### config.mk
export PLATFORM = sky130hd
export DESIGN_NAME = sync_updown_counter_flat
export DESIGN_NICKNAME = d
export VERILOG_FILES = /design/src/rtl/counter_pkg.sv /design/src/rtl/sync_updown_counter_if.sv /design/src/rtl/cnt_next.sv /design/src/rtl/sync_updown_counter.sv /design/src/flat_wrapper.sv
export SDC_FILE = /design/constraint.sdc
export NUM_CORES = 1
export LEC_CHECK = 0
export CORE_AREA = 3 3 40 42
export DETAILED_ROUTE_END_ITERATION = 16
export DIE_AREA = 0 0 43 45
export PLACE_DENSITY_LB_ADDON = 0.25
export SETUP_SLACK_MARGIN = 0.3
export SKIP_CTS_REPAIR_TIMING = 1
export SLEW_MARGIN = 10
export SYNTH_ARGS = -nofsm -noshare
export SYNTH_HDL_FRONTEND = slang
export SYNTH_SLANG_ARGS = --single-unit
### constraint.sdc
create_clock -name clk -period 2.3 [get_ports clk]
set_clock_uncertainty 0.2 [all_clocks]
set_input_delay 0.23 -clock clk [delete_from_list [all_inputs] [get_ports clk]]
set_output_delay 0.23 -clock clk [all_outputs]
set_load 0.02 [all_outputs]
### src/rtl/counter_pkg.sv
`default_nettype none
// ============================================================================
// Package : counter_pkg -- shared state encoding and limits for the counter
// Rev     : 1.0
// ============================================================================
package counter_pkg;

    localparam int MAX_WIDTH = 32;

    typedef enum logic [0:0] {
        ST_RUN  = 1'b0,
        ST_HALT = 1'b1
    } state_t;

endpackage : counter_pkg
`default_nettype wire

### src/rtl/sync_updown_counter_if.sv
`default_nettype none
// ============================================================================
// Interface : sync_updown_counter_if -- control/status bundle of the counter
// Rev       : 1.0
// ============================================================================
interface sync_updown_counter_if #(
    parameter int WIDTH = 3
) ();

    logic             en;
    logic             up;
    logic             stop_mode;
    logic             load;
    logic [WIDTH-1:0] load_val;
    logic [WIDTH-1:0] count;
    logic             tc;
    logic             wrap;
    logic             done;

    modport master (
        output en, up, stop_mode, load, load_val,
        input  count, tc, wrap, done
    );

    modport slave (
        input  en, up, stop_mode, load, load_val,
        output count, tc, wrap, done
    );

endinterface : sync_updown_counter_if
`default_nettype wire

### src/rtl/cnt_next.sv
`default_nettype none
// ============================================================================
// Module : cnt_next -- combinational stepped value and end-of-range detector
// Rev    : 1.0
// ============================================================================
module cnt_next #(
    parameter int               WIDTH = 3,
    parameter logic [WIDTH-1:0] LAST  = '1
) (
    input  wire logic [WIDTH-1:0] count,
    input  wire logic             up,
    output logic      [WIDTH-1:0] next,
    output logic                  at_end
);

    // The end value already implies the wrap target, so the step never leaves 0..LAST.
    always_comb begin
        next   = count;
        at_end = 1'b0;
        if (up) begin
            at_end = (count == LAST);
            next   = at_end ? '0 : count + WIDTH'(1);
        end else begin
            at_end = (count == '0);
            next   = at_end ? LAST : count - WIDTH'(1);
        end
    end

endmodule : cnt_next
`default_nettype wire

### src/rtl/sync_updown_counter.sv
`default_nettype none
// ============================================================================
// Module : sync_updown_counter -- modulus up/down counter, load, wrap or stop
// Rev    : 1.0
// ============================================================================
module sync_updown_counter
    import counter_pkg::*;
#(
    parameter int     WIDTH   = 3,
    parameter longint MODULUS = 8
) (
    input  wire logic                 clk,
    input  wire logic                 rst,
    sync_updown_counter_if.slave      bus
);

    localparam logic [WIDTH-1:0] c_last = WIDTH'(MODULUS - 64'sd1);

    if (WIDTH < 1 || WIDTH > MAX_WIDTH) begin : g_bad_width
        $error("sync_updown_counter: WIDTH out of range 1..32");
    end

    if (MODULUS < 64'sd2 || MODULUS > (64'sd1 << WIDTH)) begin : g_bad_modulus
        $error("sync_updown_counter: MODULUS out of range 2..2**WIDTH");
    end

    logic [WIDTH-1:0] r_count;
    logic             r_wrap;
    logic             r_done;
    state_t           r_state;
    logic [WIDTH-1:0] w_next;
    logic             w_at_end;

    cnt_next #(
        .WIDTH (WIDTH),
        .LAST  (c_last)
    ) u_cnt_next (
        .count  (r_count),
        .up     (bus.up),
        .next   (w_next),
        .at_end (w_at_end)
    );

    always_ff @(posedge clk) begin
        if (rst) begin
            r_count <= '0;
            r_wrap  <= 1'b0;
            r_done  <= 1'b0;
            r_state <= ST_RUN;
        end else if (bus.load) begin
            r_count <= (bus.load_val > c_last) ? c_last : bus.load_val;
            r_wrap  <= 1'b0;
            r_done  <= 1'b0;
            r_state <= ST_RUN;
        end else begin
            r_wrap <= 1'b0;
            if (r_state == ST_RUN && bus.en) begin
                // Stop mode freezes on the end value instead of taking the wrap step.
                if (w_at_end && bus.stop_mode) begin
                    r_state <= ST_HALT;
                    r_done  <= 1'b1;
                end else begin
                    r_count <= w_next;
                    r_wrap  <= w_at_end;
                end
            end
        end
    end

    assign bus.count = r_count;
    assign bus.wrap  = r_wrap;
    assign bus.done  = r_done;
    assign bus.tc    = bus.en & (r_state == ST_RUN) & w_at_end;

endmodule : sync_updown_counter
`default_nettype wire

### src/flat_wrapper.sv
// flat-port wrapper written by rule: the top's interface ports become plain ports
module sync_updown_counter_flat import counter_pkg::*;
#(
    parameter int     WIDTH   = 3,
    parameter longint MODULUS = 8
)
  (clk, rst, bus_en, bus_up, bus_stop_mode, bus_load, bus_load_val, bus_count, bus_tc, bus_wrap, bus_done);
  sync_updown_counter_if #(.WIDTH(WIDTH)) bus_i ();
  input  wire logic clk;
  input  wire logic rst;
  input wire logic [$bits(bus_i.en)-1:0] bus_en;
  input wire logic [$bits(bus_i.up)-1:0] bus_up;
  input wire logic [$bits(bus_i.stop_mode)-1:0] bus_stop_mode;
  input wire logic [$bits(bus_i.load)-1:0] bus_load;
  input wire logic [$bits(bus_i.load_val)-1:0] bus_load_val;
  output wire logic [$bits(bus_i.count)-1:0] bus_count;
  output wire logic [$bits(bus_i.tc)-1:0] bus_tc;
  output wire logic [$bits(bus_i.wrap)-1:0] bus_wrap;
  output wire logic [$bits(bus_i.done)-1:0] bus_done;
  assign bus_i.en = bus_en;
  assign bus_i.up = bus_up;
  assign bus_i.stop_mode = bus_stop_mode;
  assign bus_i.load = bus_load;
  assign bus_i.load_val = bus_load_val;
  assign bus_count = bus_i.count;
  assign bus_tc = bus_i.tc;
  assign bus_wrap = bus_i.wrap;
  assign bus_done = bus_i.done;
  sync_updown_counter #(.WIDTH(WIDTH), .MODULUS(MODULUS)) u_core (.clk(clk), .rst(rst), .bus(bus_i));
endmodule
==> results of run 1 <==
-- layout make-up --
class,count,area [um^2],area share
flip-flops and latches,5,101,0.164
inverters,3,11.3,0.0182
multi-input cells,32,259,0.419
clock buffers,4,26.3,0.0425
well taps,15,18.8,0.0304
repair buffers,21,201,0.326
-- Yosys cell counts (all sizes together) --
cell type | instances | area, um^2
o211ai | 1 | 7.51
nor3b | 1 | 7.51
and3 | 2 | 12.5
nor3 | 2 | 15.0
inv | 3 | 11.3
dfxtp | 5 | 100
or2 | 1 | 6.26
nor2b | 3 | 18.8
a31oi | 1 | 6.26
xnor2 | 1 | 8.76
a211oi | 2 | 15.0
nand3 | 2 | 10.0
or3b | 1 | 11.3
nand2 | 5 | 18.8
nor2 | 3 | 11.3
ha | 4 | 50.1
a2111oi | 1 | 15.0
o31ai | 1 | 7.51
a41oi | 1 | 27.5
-- sequential cells by signal, summed over array words and instances (netlist names) --
name and cells:
u_core.bus.count 3, u_core.bus.wrap 1, u_core.bus.done 1
-- power groups by stage --
stage               Sequential (mW)  Combinational [mW]  Clock, mW
floorplan                     0.108              0.0504          0
global placement             0.0994               0.111          0
detailed placement           0.0994               0.113          0
CTS                          0.0978               0.114      0.110
global route                 0.0998               0.131      0.118
finish                       0.0986               0.120      0.104
-- layer usage --
metal | vias to the layer above | part of all wire | GRT usage
met3 | 2 | 0.066 | 0.0478
met4 | 0 | 0.023 | 0.0542
met2 | 17 | 0.51 | 0.195
met5 | - | 0 | 0
met1 | 172 | 0.40 | 0.114
li1 | 194 | - | -
-- layout by cell type (no fill, tap or decap) --
master           instances
clkdlybuf4s50_1         13
buf_4                    5
dfxtp_1                  4
nor2_1                   3
nor2b_1                  3
nand2_1                  3
clkbuf_4                 3
buf_6                    3
inv_1                    2
nand2_2                  2
and3_1                   2
a211oi_1                 2
nand3_1                  2
ha_2                     2
ha_1                     2
inv_2                    1
or3b_4                   1
or2_2                    1
a31oi_1                  1
nor3b_1                  1
a41oi_4                  1
nor3_1                   1
o31ai_1                  1
o211ai_1                 1
xnor2_1                  1
nor3_2                   1
a2111oi_2                1
clkbuf_1                 1
dfxtp_2                  1
-- critical path: stages, from the launching register on --
cell and delay (ps):
dfxtp_1 300, inv_1 70, ha_2 170, or3b_4 380, nand2_2 90, and3_1 170
buf_6 120
-- kinds of logic after synthesis --
family,Yosys count,synth area share
AO/OA/AOI/OAI,7,0.219
adder cells (fa/ha/maj),4,0.139
buffers and inverters,3,0.0312
AND/OR/NAND/NOR,20,0.309
flip-flops,5,0.278
XOR/XNOR,1,0.0243
-- final timing paths --
path                                    startpoint                               end  slack, ps  depth (start not counted)
setup / recovery  u_core.bus.count[1]$_SDFFE_PP0P_                            bus_tc        340                          6
hold / removal        u_core.bus.done$_SDFFE_PP0P_      u_core.bus.done$_SDFFE_PP0P_        350                          2
setup reg to reg  u_core.bus.count[0]$_SDFFE_PP0P_  u_core.bus.count[1]$_SDFFE_PP0P_        400                          8
hold reg to reg       u_core.bus.done$_SDFFE_PP0P_      u_core.bus.done$_SDFFE_PP0P_        350                          2
-- stage by stage --
step	utilization	TNS [ps]	setup WS, ps	instance area (um^2)
2_1_floorplan	-	0	347	360
3_3_place_gp	0.439	-1.27	-1.27	564
3_5_place_dp	0.439	-8.30	-8.30	564
4_1_cts	0.460	-144	-144	591
5_1_grt	0.481	0	273	618
6_report	0.481	0	339	618
==> impl_results.md, run 1 <==
* # DRC at 0
* Die Y at 45 um
* # H-tree levels at 1
* GPL Wtd Cong at 0.694
* HP Class: reg -> reg
* Pleak at 0.246 nW
* Switching Share at 0.299
* Worst hold margin at about 350 ps
* Worst-margin pin slew at 433 ps
* Synthesized Nets at 53
* Final wirelength at 927 um
* Area of the core at 0.00128 mm^2
* CP startpoint kind: register
* # fillers at approximately 140
* Pin count of the biggest net entering global routing at 7
* Routed WL per cell at 11.6 um
* Switching component of the power at a little under 0.1 mW
* Worst Setup Path Type: reg -> out
* Deepest clock path buffer count at 2
* Sink Count at 5
* RSZ-0062 raised after global routing: yes
* Layout cells sized above 1 at 0.338
* Max VDD drop at roughly 0.32 mV
* Cts bufs inserted at 3
* Ant diodes at 0
* Sequential share of power at 0.306
* Die ar. at 0.00194 mm^2
* Tcrit/Tclk final at 0.853
* Ports at 15
* Port buffer count at 14
* Final Slew Violations at 0
* Critical Path End Type: primary output
* Vias at between 300 and 400
* Die width at 43 um
* Starting Density at 0.280
* Final setup viols at 0
* Yosys cell types at 20
* Initial DRC Count at 3
* Final min period at just under 2000 ps
* YS warnings at 0
* Final-report hold violation count at 0
* Register area share after synthesis at 0.278
* Final nets at 79
* Worst-Skew Late Latency at 240 ps
* Comb power frac at 0.372
* CTS tree: done
* Mapped Area at 360 um^2
* Clock transition at the registers of the reported paths at 40 ps
* Area Overhead vs Synth at 71.5%
* Synth Register Bits at 5
* Global route total overflow at 0
* DR vias/cell at between 4 and 5
* Power per cell area at 522 mW/mm^2
* 1st-pass router iterations at 4
* Req. time, crit path at 1870 ps
* Syn_area_per_cell at between 9 and 10 um^2
* Max-cap violations at 0
* CP arrival at 1530 ps
* Outcome: completed
* Clock root cell: clkbuf_4
* Clock share of power at 0.322
* Cell count after synthesis at 40
* Cell row count at 13
* Max Clock Freq at a little over 500 MHz
* Pwr Total at 0.322 mW
* Post-route ant nets at 0
* Vias in the first global route at roughly 360
* Layout Cells excl Fill at 80
* Initial antenna violation count at 0
* Internal power at 0.226 mW
* GRT Total Usage at 0.111
* Crit-path max FO at 2
* First-pass GRT wire length at 1510 um
* Rel. slew slack at 0.711
* Post-Place Cells at 75
(Power assumes the default switching activity.)
==> run 2: changes to the inputs <==
- ABC_AREA: unset -> 1
- CAP_MARGIN: unset -> 40
==> run 2 against run 1 <==
Highest routed layer is now met3. Global-route usage down 1.5 points. Area after synthesis increased by 7.3%. Sequential share of layout area rose by 1.3 points. First-iteration DRC count grew 100%. Clock-buffer cell count is the same. Routed wire length down 13%. Largest cell class unchanged.
==> impl_results.md, run 2 <==
* Outcome: completed
* Final Slew Violations at 0 (unchanged)
* Top delay family on crit path: flip-flops
* Post-synthesis compound-gate area fraction at 0.0485 (-0.170)
* Layout Cells excl Fill at 92 (+15%)
* Main combinational cell family by area after synthesis: simple AND/OR/NAND/NOR gates
* Worst hold endpoint: u_core.bus.done$_SDFFE_PP0P_
* R2r setup slk at 730 ps (+330 ps)
* Critical-path cell list: ha_1 > ha_1 > nand2_1 > nand2_2 > nand3_1 > inv_1 > clkbuf_2
* Post-synth top flop: dfxtp_1
* Max VDD drop at 0.164 mV (-49%)
* GPL Wtd Cong at 0.806 (+16%)
* CP arrival at 1450 ps (-80 ps)
* Synth Area in XOR/XNOR at 0 (-0.0243)
* RSZ-0062 raised after global routing: no
* Die ar. at 0.00194 mm^2 (unchanged)
* Max-cap violations at 0 (unchanged)
* YS warnings at 0 (unchanged)
* Ant diodes at 0 (unchanged)
* Worst R2R End: u_core.bus.count[2]$_SDFFE_PP0P_
* 1st-pass router iterations at 4 (unchanged)
* Initial DRC Count at 6 (+3)
* Worst Path Buf+Inv at 2 (unchanged)
* Synth area leaders: dfxtp_1, nand2_1, ha_1, nand3_1, inv_1
* Commonest non-fill, non-tap cell in the layout: nand2_1
* Req. time, crit path at 1870 ps (about the same)
* Ports at 15 (unchanged)
* Worst R2R Start: u_core.bus.count[0]$_SDFFE_PP0P_
* Worst-margin pin slew at 214 ps (-219 ps)
* Final setup viols at 0 (unchanged)
* Power per cell area at 526 mW/mm^2 (+0.75%)
* Vias at 388 (+0.78%)
* # DRC at 0 (unchanged)
* Starting Density at 0.301 (+0.0204)
* EDFF count, synth at 0 (unchanged)
* Most frequent cell after synthesis: nand2_1
* Number of flip-flops in the largest register at 3 (unchanged)
* Syn_area_per_cell at 6.55 um^2 (-27%)
* Critical Path End Type: primary output
* CP startpoint kind: register
* Synth Area in Adders at 0.129 (-0.00944)
* Port buffer count at 14 (unchanged)
* Crit-path max FO at 4 (+2)
* Area Overhead vs Synth at 46.6%
* Die width at 43 um (unchanged)
* Synth Register Bits at 5 (unchanged)
* Post-Place Cells at 88 (+17%)
* Pin count of the biggest net entering global routing at 6 (-1)
* Routed WL per cell at 8.74 um (-25%)
* Pleak at 0.272 nW (+11%)
* Final nets at 91 (+15%)
* Cell count after synthesis at 59 (+48%)
* Vias in the first global route at 366 (+0.55%)
* Final min period at 1880 ps (-82.3 ps)
* Synth area leader: dfxtp_1
* CP dominant cell by count: ha_1
* Sink Count at 5 (unchanged)
* Layout cells sized above 1 at 0.156 (-0.183)
* Fin area at 567 um^2 (-8.3%)
* Yosys top cell area share at 0.259 (-0.0189)
* Clock root cell: clkbuf_4
* Mapped Area at 387 um^2 (+7.3%)
* Top cell types by occurrence after synthesis: nand2_1, inv_1, nand3_1, dfxtp_1
* CP Depth at 7 (+1)
* Synth Area in Simple Gates at 0.476 (+0.167)
* Worst Setup Path Type: reg -> out
* Final wirelength at 804 um (-13%)
* Asr flop ratio synth at 0 (unchanged)
* Post-route ant nets at 0 (unchanged)
* Worst path max stage delay at 390 ps (about the same)
* Deepest clock path buffer count at 2 (unchanged)
* DR vias/cell at 4.22 (-12%)
* Setup Slack @ Placement at 129 ps (+137 ps)
* Max Clock Freq at 532 MHz (+4.4%)
* Clock transition at the registers of the reported paths at 40 ps (about the same)
* First-pass GRT wire length at 1410 um (-6.9%)
* # H-tree levels at 1 (unchanged)
* GRT Total Usage at 0.0957 (-0.0152)
* Hold Path Origin: u_core.bus.done$_SDFFE_PP0P_
* Die Y at 45 um (unchanged)
* Final-report hold violation count at 0 (unchanged)
* Mux contribution to synthesized area at 0 (unchanged)
* Area of the core at 0.00128 mm^2 (unchanged)
* Register area share after synthesis at 0.259 (-0.0189)
* Placed cell areas at 546 um^2 (-3.3%)
* Post-DP HPWL at 691 um
* CTS tree: done
* HP Class: reg -> reg
* Worst-Skew Late Latency at 240 ps (about the same)
* Rel. slew slack at 0.857 (+0.146)
* Synthesized Nets at 72 (+36%)
* Worst Hold Path Cells at 2 (unchanged)
* Cts bufs inserted at 3 (unchanged)
* Post-route setup slack at 421 ps (+82.3 ps)
* Cell row count at 13 (unchanged)
* Tcrit/Tclk final at 0.817 (-0.0358)
* Initial antenna violation count at 0 (unchanged)
* Reg2Reg Depth at 8 (unchanged)
* Slowest cell on crit path: dfxtp_1
* Global route total overflow at 0 (unchanged)
* Yosys cell types at 14 (-30%)
* Most frequent cells in the layout: nand2_1, clkdlybuf4s50_1, inv_1, nand3_1, dfxtp_1
run 2: cell count changes after synthesis, moves of 3 or more:
| cell | previous run | this run |
|---|---|---|
| nand3_1 | 2 | 7 |
| inv_1 | 3 | 8 |
| nor2b_1 | 3 | 0 |
| nand2_1 | 5 | 20 |
run 2: worst max path at each step:
stage,start,endpoint,slack (ps)
finish,u_core.bus.count[1]$_SDFFE_PP0P_,bus_tc,420
global route,u_core.bus.count[0]$_SDFFE_PP0P_,bus_tc,330
CTS,u_core.bus.count[1]$_SDFFE_PP0P_,bus_tc,-30
detailed placement,bus_up,bus_tc,130
global placement,bus_up,bus_tc,140
floorplan,u_core.bus.count[1]$_SDFFE_PP0P_,bus_tc,670
run 2: per-stage QoR:
step	TNS, ps	hold WS (ps)	power (mW)	util
after floorplan	0	92.4	0.161	-
after global placement	0	296	0.202	0.425
after detailed placement	0	293	0.203	0.425
after CTS	-33.6	300	0.303	0.445
after global routing	0	335	0.322	0.441
final	0	296	0.298	0.441
run 2: layout make-up:
| class | instances | area, um^2 |
|---|---|---|
| clock buffer | 4 | 26.3 |
| fill | 150 | 718 |
| inverter | 9 | 33.8 |
| multi-input combinational | 45 | 253 |
| sequential | 5 | 100 |
| tap | 15 | 18.8 |
| timing repair buffer | 14 | 135 |
run 2: logic make-up after synthesis:
family / Yosys count
simple gates: 38
buf+inv: 9
flops: 5
fa+ha+maj: 4
compound gates: 3
run 2: worst reg2reg max path: cells and delay by family, from the launching register on:
kind	cells	cell delay (ps)
flip-flops	1	330
AND/OR/NAND/NOR	6	530
adder cells (fa/ha/maj)	2	380
run 2: power by group:
group,internal [mW],total [mW],switching [mW]
Combinational,0.0459,0.0993,0.0533
Clock,0.0654,0.0985,0.0331
Sequential,0.0932,0.100,0.00701
Total,0.204,0.298,0.0934
run 2: layer usage:
| layer | share of wire | global-route usage |
|---|---|---|
| met1 | 0.52 | 0.127 |
| met5 | 0 | 0 |
| met4 | 0 | 0.0542 |
| met3 | 0.036 | 0.0239 |
| met2 | 0.45 | 0.141 |
